<file path="config.mk">
export PLATFORM = sky130hd
export DESIGN_NAME = datapath_bus_unit_flat
export DESIGN_NICKNAME = d
export VERILOG_FILES = /design/src/rtl/datapath_bus_unit_if.sv /design/src/rtl/datapath_bus_unit.sv /design/src/flat_wrapper.sv
export SDC_FILE = /design/constraint.sdc
export NUM_CORES = 1
export LEC_CHECK = 0
export BUFFER_PORTS_ARGS = -buffer_cell sky130_fd_sc_hd__buf_2
export CAP_MARGIN = 20
export CELL_PAD_IN_SITES_DETAIL_PLACEMENT = 0
export CELL_PAD_IN_SITES_GLOBAL_PLACEMENT = 1
export CORE_ASPECT_RATIO = 1.25
export CORE_UTILIZATION = 44
export CTS_CLUSTER_DIAMETER = 200
export DETAILED_ROUTE_END_ITERATION = 6
export GPL_TIMING_DRIVEN = 0
export PLACE_DENSITY = 0.89
export SYNTH_ARGS = -nofsm -noshare
export SYNTH_HDL_FRONTEND = slang
export SYNTH_SLANG_ARGS = --single-unit
</file>
<file path="constraint.sdc">
create_clock -name clk -period 5.6 [get_ports clk]
set_input_delay 0.28 -clock clk [delete_from_list [all_inputs] [get_ports clk]]
set_output_delay 0.28 -clock clk [all_outputs]
set_load 0.03 [all_outputs]
</file>
<file path="src/rtl/datapath_bus_unit_if.sv">
// Control/bus bundle between the microcoded controller (plus its memories) and the datapath.
// master: controller side, drives the per-cycle control words and the memory read data.
// slave : datapath side, returns the instruction, z, the bus error flag and the memory addresses.
interface datapath_bus_unit_if #(
  parameter int DATA_W = 16,
  parameter int DM_AW  = 8,
  parameter int IM_AW  = 8
);
  logic [3:0]        read_en;
  logic [15:0]       write_en;
  logic [15:0]       inc_en;
  logic [15:0]       clr_en;
  logic [2:0]        alu_op;
  logic [5:0]        instruction;
  logic [DATA_W-1:0] z;
  logic [DM_AW-1:0]  dm_addr;
  logic [DATA_W-1:0] dm_wdata;
  logic              dm_we;
  logic [DATA_W-1:0] dm_rdata;
  logic [IM_AW-1:0]  im_addr;
  logic [DATA_W-1:0] im_rdata;
  logic              bus_err;

  modport master (
    output read_en, write_en, inc_en, clr_en, alu_op, dm_rdata, im_rdata,
    input  instruction, z, dm_addr, dm_wdata, dm_we, im_addr, bus_err
  );

  modport slave (
    input  read_en, write_en, inc_en, clr_en, alu_op, dm_rdata, im_rdata,
    output instruction, z, dm_addr, dm_wdata, dm_we, im_addr, bus_err
  );
endinterface

</file>
<file path="src/rtl/datapath_bus_unit.sv">
// Datapath responder for the microcoded controller: register bank, shared bus,
// ALU and the data/instruction memory ports.
// Optional feature macro DP_MULT_EN: when defined, alu_op 3 multiplies AC*R;
// when undefined no multiplier exists, alu_op 3 into AC holds AC and flags bus_err.
module datapath_bus_unit #(
  parameter int DATA_W = 16,
  parameter int DM_AW  = 8,
  parameter int IM_AW  = 8
) (
  input logic clk,
  input logic rst,
  datapath_bus_unit_if.slave bus
);

  logic [DATA_W-1:0] pc, ar, ir, ac, r, r1, r2, r3, r4;
  logic [DATA_W-1:0] bus_q, bus_src, wdata, alu_result;
  logic              z_q, bus_err_q, illegal_rd, alu_hold;

  // Bus source mux; illegal codes drive zero and raise illegal_rd
  always_comb begin
    bus_src    = '0;
    illegal_rd = 1'b0;
    case (bus.read_en)
      4'd0:    bus_src = '0;
      4'd1:    bus_src = pc;
      4'd2:    bus_src = ar;
      4'd4:    bus_src = ir;
      4'd5:    bus_src = ac;
      4'd6:    bus_src = r;
      4'd7:    bus_src = r1;
      4'd8:    bus_src = r2;
      4'd9:    bus_src = r3;
      4'd10:   bus_src = r4;
      4'd12:   bus_src = bus.dm_rdata;
      4'd13:   bus_src = bus.im_rdata;
      default: illegal_rd = 1'b1;
    endcase
  end

  // Same-cycle transfers take the live bus; split microsteps reuse the latched value
  assign wdata = (bus.read_en != 4'd0) ? bus_src : bus_q;

  // ALU with A = AC, B = R, results truncated to DATA_W
  always_comb begin
    alu_result = ac;
    alu_hold   = 1'b0;
    case (bus.alu_op)
      3'd1: alu_result = ac + r;
      3'd2: alu_result = ac - r;
`ifdef DP_MULT_EN
      3'd3: alu_result = ac * r;
`else
      3'd3: alu_hold = 1'b1;
`endif
      3'd4: alu_result = ac << r[3:0];
      default: alu_result = ac;
    endcase
  end

  // Bus latch: captures the bus whenever a source is selected
  always_ff @(posedge clk or posedge rst) begin
    if (rst)                       bus_q <= '0;
    else if (bus.read_en != 4'd0)  bus_q <= bus_src;
  end

  // Program counter: clear > load > increment
  always_ff @(posedge clk or posedge rst) begin
    if (rst)                  pc <= '0;
    else if (bus.clr_en[1])   pc <= '0;
    else if (bus.write_en[1]) pc <= wdata;
    else if (bus.inc_en[1])   pc <= pc + DATA_W'(1);
  end

  // Address register: clear > load
  always_ff @(posedge clk or posedge rst) begin
    if (rst)                  ar <= '0;
    else if (bus.clr_en[2])   ar <= '0;
    else if (bus.write_en[2]) ar <= wdata;
  end

  // Accumulator: clear > ALU load > bus load > increment; unsupported ALU op holds
  always_ff @(posedge clk or posedge rst) begin
    if (rst)                   ac <= '0;
    else if (bus.clr_en[4])    ac <= '0;
    else if (bus.write_en[12]) begin
      if (!alu_hold)           ac <= alu_result;
    end
    else if (bus.write_en[4])  ac <= wdata;
    else if (bus.inc_en[4])    ac <= ac + DATA_W'(1);
  end

  // Load-only registers: IR, R and R1-R4
  always_ff @(posedge clk or posedge rst) begin
    if (rst) begin
      ir <= '0;
      r  <= '0;
      r1 <= '0;
      r2 <= '0;
      r3 <= '0;
      r4 <= '0;
    end else begin
      if (bus.write_en[3])  ir <= wdata;
      if (bus.write_en[5])  r  <= wdata;
      if (bus.write_en[10]) r1 <= wdata;
      if (bus.write_en[9])  r2 <= wdata;
      if (bus.write_en[8])  r3 <= wdata;
      if (bus.write_en[7])  r4 <= wdata;
    end
  end

  // z lags AC by one cycle; bus_err is sticky until reset
  always_ff @(posedge clk or posedge rst) begin
    if (rst) begin
      z_q       <= 1'b0;
      bus_err_q <= 1'b0;
    end else begin
      z_q <= (ac == '0);
      if (illegal_rd || (bus.write_en[12] && alu_hold)) bus_err_q <= 1'b1;
    end
  end

  assign bus.instruction = ir[5:0];
  assign bus.z           = {{(DATA_W-1){1'b0}}, z_q};
  assign bus.dm_addr     = ar[DM_AW-1:0];
  assign bus.dm_wdata    = wdata;
  // Strobe is masked during reset so an in-flight store cannot land
  assign bus.dm_we       = bus.write_en[11] & ~rst;
  assign bus.im_addr     = pc[IM_AW-1:0];
  assign bus.bus_err     = bus_err_q;

  logic unused_bits;
  assign unused_bits = ^{bus.write_en[15:13], bus.write_en[6], bus.write_en[0],
                         bus.inc_en[15:5], bus.inc_en[3:2], bus.inc_en[0],
                         bus.clr_en[15:5], bus.clr_en[3], bus.clr_en[0]};

endmodule

</file>
<file path="src/flat_wrapper.sv">
// flat-port wrapper written by rule: the top's interface ports become plain ports
module datapath_bus_unit_flat 
#(
  parameter int DATA_W = 16,
  parameter int DM_AW  = 8,
  parameter int IM_AW  = 8
)
  (clk, rst, bus_read_en, bus_write_en, bus_inc_en, bus_clr_en, bus_alu_op, bus_dm_rdata, bus_im_rdata, bus_instruction, bus_z, bus_dm_addr, bus_dm_wdata, bus_dm_we, bus_im_addr, bus_bus_err);
  datapath_bus_unit_if #(.DATA_W(DATA_W), .DM_AW(DM_AW), .IM_AW(IM_AW)) bus_i ();
  input logic clk;
  input logic rst;
  input wire logic [$bits(bus_i.read_en)-1:0] bus_read_en;
  input wire logic [$bits(bus_i.write_en)-1:0] bus_write_en;
  input wire logic [$bits(bus_i.inc_en)-1:0] bus_inc_en;
  input wire logic [$bits(bus_i.clr_en)-1:0] bus_clr_en;
  input wire logic [$bits(bus_i.alu_op)-1:0] bus_alu_op;
  input wire logic [$bits(bus_i.dm_rdata)-1:0] bus_dm_rdata;
  input wire logic [$bits(bus_i.im_rdata)-1:0] bus_im_rdata;
  output wire logic [$bits(bus_i.instruction)-1:0] bus_instruction;
  output wire logic [$bits(bus_i.z)-1:0] bus_z;
  output wire logic [$bits(bus_i.dm_addr)-1:0] bus_dm_addr;
  output wire logic [$bits(bus_i.dm_wdata)-1:0] bus_dm_wdata;
  output wire logic [$bits(bus_i.dm_we)-1:0] bus_dm_we;
  output wire logic [$bits(bus_i.im_addr)-1:0] bus_im_addr;
  output wire logic [$bits(bus_i.bus_err)-1:0] bus_bus_err;
  assign bus_i.read_en = bus_read_en;
  assign bus_i.write_en = bus_write_en;
  assign bus_i.inc_en = bus_inc_en;
  assign bus_i.clr_en = bus_clr_en;
  assign bus_i.alu_op = bus_alu_op;
  assign bus_i.dm_rdata = bus_dm_rdata;
  assign bus_i.im_rdata = bus_im_rdata;
  assign bus_instruction = bus_i.instruction;
  assign bus_z = bus_i.z;
  assign bus_dm_addr = bus_i.dm_addr;
  assign bus_dm_wdata = bus_i.dm_wdata;
  assign bus_dm_we = bus_i.dm_we;
  assign bus_im_addr = bus_i.im_addr;
  assign bus_bus_err = bus_i.bus_err;
  datapath_bus_unit #(.DATA_W(DATA_W), .DM_AW(DM_AW), .IM_AW(IM_AW)) u_core (.clk(clk), .rst(rst), .bus(bus_i));
endmodule
</file>
; Word level (Yosys, flattened, before mapping)
; Index checks and enable logic that the tools add are counted.
[word_totals]
mem_bits_rw = 0
rom_bits = 0
memories = 0
wordCells = 61
latchBits = 0
regBits = 162
output_inout_bits = 56
[classes]
div = 0
bitwise_logic = 2
order_cmp = 0
reduce_logical = 10
multipliers = 0
shift = 1
muxes = 15
add_sub_neg = 4
eq_ne = 17
[op_table]
columns = operator, count
row1 = 16-bit two-way mux, 11
row2 = 16-bit one-hot mux with 11 select lines, 1
row3 = 16-bit one-hot mux with 3 select lines, 1
row4 = 16-bit by 1-bit adder with 16-bit output (second input constant), 2
row5 = 4-bit == test (second input constant), 5
row6 = 16-bit adder, 1
row7 = 4-bit by 3-bit == test with 1-bit output (second input constant), 4
row8 = 16-bit logical NOT, 1
row9 = 16-bit by 4-bit left shift with 16-bit output, 1
row10 = 16-bit subtractor, 1
row11 = 12-bit OR reduction, 1
row12 = 4-bit nonzero test, 2
row13 = 3-bit by 2-bit == test with 1-bit output (second input constant), 2
row14 = 5-bit by 1-bit inequality test with 1-bit output (second input constant), 1
row15 = 4-bit by 1-bit == test with 1-bit output (second input constant), 1
row16 = 4-bit by 2-bit == test with 1-bit output (second input constant), 1
row17 = 4-bit logical NOT, 1
row18 = 3-bit by 1-bit == test with 1-bit output (second input constant), 1
row19 = 3-bit == test (second input constant), 1
row20 = 3-bit inequality test (second input constant), 1
row21 = 3-bit AND reduction, 1
row22 = 3-bit nonzero test, 1
row23 = 1-bit two-way mux, 2
row24 = 2-bit nonzero test, 1
row25 = 4 further kinds, 4

; Depth between registers and ports, before layout
[logic_depth]
depth_word = 6
ltp_mapped = 16
mapped_depth_nobuf = 14

; Worst setup path after synthesis
; OpenSTA, ideal clock, no wires.
[synth_path]
path_type = register to register
startpoint = register u_core.r[1]
endpoint = register u_core.ac[13]
setup_ns = 0.121
n_path_buf = 2
path_stages_with_launch = 17
arrival_ns = 3.133
slack_ns = 2.346
cell_sequence = dfrtp_1 -> buf_2 -> buf_6 -> nor4_1 -> nand2_1 -> nor4_1 -> nor2_1 -> o31ai_1 -> xor2_1 -> ha_1 -> o21a_1 -> nor2_1 -> nor3_1 -> nand2_1 -> o311a_1 -> nand4_1 -> a22o_1
[synth_via]
elab_chain_cells = 5
word_cells_on_any_way = 7
cone_classes = add/sub: 2 / shift: 1 / mux: 4
[synth_rtl]
columns = element, line
row1 = "start, declared", datapath_bus_unit.sv:15  ; logic [DATA_W-1:0] pc, ar, ir, ac, r, r1, r2, r3, r4;
row2 = "start signal, assigned", datapath_bus_unit.sv:103  ; if (bus.write_en[5]) r <= wdata;
row3 = "16-bit subtractor, or another cell as far along", datapath_bus_unit.sv:49  ; 3'd2: alu_result = ac - r;
row4 = 16-bit one-hot mux with 3 select lines (*), datapath_bus_unit.sv:47  ; case (bus.alu_op)
row5 = 16-bit two-way mux (*), datapath_bus_unit.sv:86  ; if (!alu_hold) ac <= alu_result;
row6 = 16-bit two-way mux (*), datapath_bus_unit.sv:85  ; else if (bus.write_en[12]) begin
row7 = 16-bit two-way mux (*), datapath_bus_unit.sv:84  ; else if (bus.clr_en[4]) ac <= '0;
row8 = "end signal, assigned", datapath_bus_unit.sv:86
row9 = "end signal, assigned", datapath_bus_unit.sv:88  ; else if (bus.write_en[4]) ac <= wdata;
row10 = "end signal, assigned", datapath_bus_unit.sv:89  ; else if (bus.inc_en[4]) ac <= ac + DATA_W'(1);
row11 = "end, declared", datapath_bus_unit.sv:15
; Every way passes the cells marked *; elsewhere a longest branch is shown, timed or not. The select of a mux whose other input is x is not followed.
; A chain may end at the register's enable or synchronous reset.

; Worst setup path after layout
[layout_path]
startpoint = register u_core.r[1]
endpoint = register u_core.ac[15]
; Same word-level chain as after synthesis.

==> metrics <==
Syn Inst Count=1198; CTS max path bufs=2; Yosys reg bits=162; netlist area before placement=about 10000 µm²; core box area=23190 µm²; Fin. Hold Viols=0; status=complete, no violations; post-synth cell types=just under 80; WL final=41910 µm; die area=24410 µm²; first-pass GRT wire length=62070 µm; Async S/R FF share, synth=100.0%; grt total ovfl=0; Clock Latency Late Sink=0.44 ns; Critical Path AT=4.54 ns; RR Startpoint=u_core.r[1]; maximum vdd drop=between 0.0002 and 0.00025 V; Top Ports=roughly 150; area of the multi-input gates=about 5700 µm²; starting density of the core=45.12%; WHS=0.08415 ns; Final setup viols=0; DRC=0; gpl congestion=0.9754; Primary FF master, synth=dfrtp_1; Yosys warnings=0; vias per inst=6.394; post-DP HPWL=30680 µm; RSZ-0062 raised after global routing=false; Final nets=1442; Die W=139.9 µm; crit path launch type=flip-flop; Worst Hold Class=primary input to flip-flop; Reg area=4054 µm²; fin util=approximately half; ANT cells=0; Power Density=335.2 nW/µm²; Clock Pin Slew Worst Setup and Hold Paths=around 0.070 ns; headroom to the max-slew limit=approximately 16%; Setup crit end=u_core.ac[15]; sequential share of the synthesized area=38.73%; max cap viols=0; Final ANT Viol Nets=0; CTS tree=yes; Fmax=about 240 MHz; GRT Resource Usage Total=34.64%; crit path time final=around 4.2 ns; Slew @ Worst Pin=1.260 ns; Placed Area=11440 µm²; Post-synth EDFFs=0; clock root buffer=clkbuf_16; worst reg-to-reg setup slack=1.38 ns; RR Endpoint=u_core.ac[15]; H-tree depth=4; Setup CP Type=flip-flop to flip-flop; layout cells sized above 1=18.14%; initial DRC count=1183; number of global-route vias before repair=10020; pin count of the biggest net entering global routing=slightly above 90; Die Height=about 170 µm; leakage power=between 5 and 6 nW; port buffer count=92; syn avg cell area=8.736 µm²; DRT Pass-1 Iters=5; initial antenna violation count=0; Worst EP required=5.91 ns; vias after detailed routing=10442; Rows=62; R2R depth=15; Setup Skew=between 0.01 and 0.015 ns; fin crit share=75.44%; Final Cell Area=about 12000 µm²; Final Max Tran Viols=0; Num CTS Buffers=17; critical path peak fanout=10; fill count=2221; CP startpoint=u_core.r[1]; drt wl/cell=25.66 µm; Sink Count=162; Layout area overhead=15.16%; # resized after CTS=0; CP endpoint kind=flip-flop
synth_stat cells (5+ instances only):
cell | instances | area [µm²]
mux4_2 | 6 | 135.1
and2_1 | 8 | 50.05
a221oi_1 | 14 | 122.6
or3_1 | 5 | 31.28
nand2b_1 | 8 | 50.05
xor2_1 | 17 | 148.9
mux2i_1 | 31 | 310.3
a32o_1 | 5 | 50.05
xnor2_1 | 35 | 306.5
a32oi_1 | 11 | 96.34
nor2b_1 | 13 | 81.33
inv_1 | 38 | 142.6
nor3_1 | 13 | 65.06
a22o_1 | 12 | 105.1
nand4_1 | 8 | 50.05
a21oi_1 | 144 | 720.7
a22oi_1 | 30 | 225.2
buf_2 | 20 | 100.1
o22ai_1 | 13 | 81.33
dfrtp_1 | 162 | 4054
a211oi_1 | 36 | 270.3
nor4_1 | 7 | 43.79
nand2_1 | 58 | 217.7
o21ai_0 | 35 | 175.2
nor2_1 | 200 | 750.7
mux2_2 | 15 | 168.9
buf_4 | 44 | 330.3
o31ai_1 | 5 | 37.54
ha_1 | 20 | 250.2
clkbuf_1 | 56 | 210.2
nor3b_1 | 6 | 45.04
nand3_1 | 35 | 175.2
power breakdown:
group	switching (mW)	total, mW	internal (mW)
combinational	0.889	1.38	0.490
sequential	0.151	1.48	1.33
clock	0.544	1.18	0.640
repair_timing:
| action | 4_1_cts | 5_1_grt |
|---|---|---|
| hold endpoints to repair | 72 | 0 |
| setup buffers | 0 | 0 |
| hold buffers | 1 | 0 |
cells by family (layout without fill, tap and decap cells):
group	Yosys count	after routing	synth area share (%)
buf+inv	165	298	7.842
simple gates	380	380	16.80
mux	54	54	6.372
xor+xnor	53	53	4.507
compound gates	362	362	23.13
other cells	1	15	0.03583
flops	162	162	38.73
fa+ha+maj	21	21	2.582
stage by stage:
stage	cells	setup TNS [ns]	power [mW]	setup slack [ns]
after global placement	1592	-169.16	2.793	-1.057
after global routing	1633	0	4.189	1.221
after floorplan	1212	0	2.358	0.9434
final	1633	0	4.040	1.376
after CTS	1632	0	3.998	1.431
after detailed placement	1599	0	2.828	1.459
metal layers:
metal,share of wire [%],global-route usage (%),vias up
li1,-,-,4529
met1,38,43.17,5056
met2,45,53.81,660
met3,8.4,5.592,197
met4,8.5,26.60,0
met5,0,0,-
worst min path at each step:
stage	to	depth (start not counted)	start	slack, ns
global route	u_core.ac[3]	2	bus_clr_en[4]	0.11
floorplan	u_core.ac[3]	1	bus_clr_en[4]	0.35
finish	u_core.ac[3]	2	bus_clr_en[4]	0.08
global placement	u_core.ir[13]	2	u_core.ir[13]	0.50
detailed placement	u_core.bus_q[4]	2	rst	0.40
CTS	u_core.ac[3]	2	bus_clr_en[4]	0.07
layout by cell type (no fill, tap or decap), types with 20 or more instances in the layout:
cell type,count
a22oi_1,30
a211oi_1,36
o21ai_0,35
buf_2,113
nand3_1,35
nor2_1,200
dfrtp_1,162
mux2i_1,31
xnor2_1,35
ha_1,20
nand2_1,58
clkbuf_1,57
a21oi_1,144
inv_1,37
buf_4,45
worst max-delay path: stages (launching register included):
cell	delay, ns
dfrtp_1	0.43
buf_2	0.22
buf_6	0.18
nor4_1	0.78
nand2_1	0.21
nor4_1	0.34
nor2_1	0.12
o31ai_1	0.26
xor2_1	0.19
ha_1	0.31
o21a_1	0.21
nor2_1	0.17
o21ai_0	0.12
o22ai_1	0.24
xnor2_1	0.20
a2bb2oi_1	0.10
final cells by class:
| cell class | count | share of cell area (%) |
|---|---|---|
| multi-input cells | 885 | 46.90 |
| plain buffers | 126 | 5.595 |
| inverters | 39 | 1.277 |
| clock inverters | 13 | 1.194 |
| flip-flops and latches | 162 | 33.63 |
| well taps | 288 | 2.990 |
| clock buffers | 19 | 3.675 |
| repair buffers | 101 | 4.734 |
(Power assumes the default switching activity.)
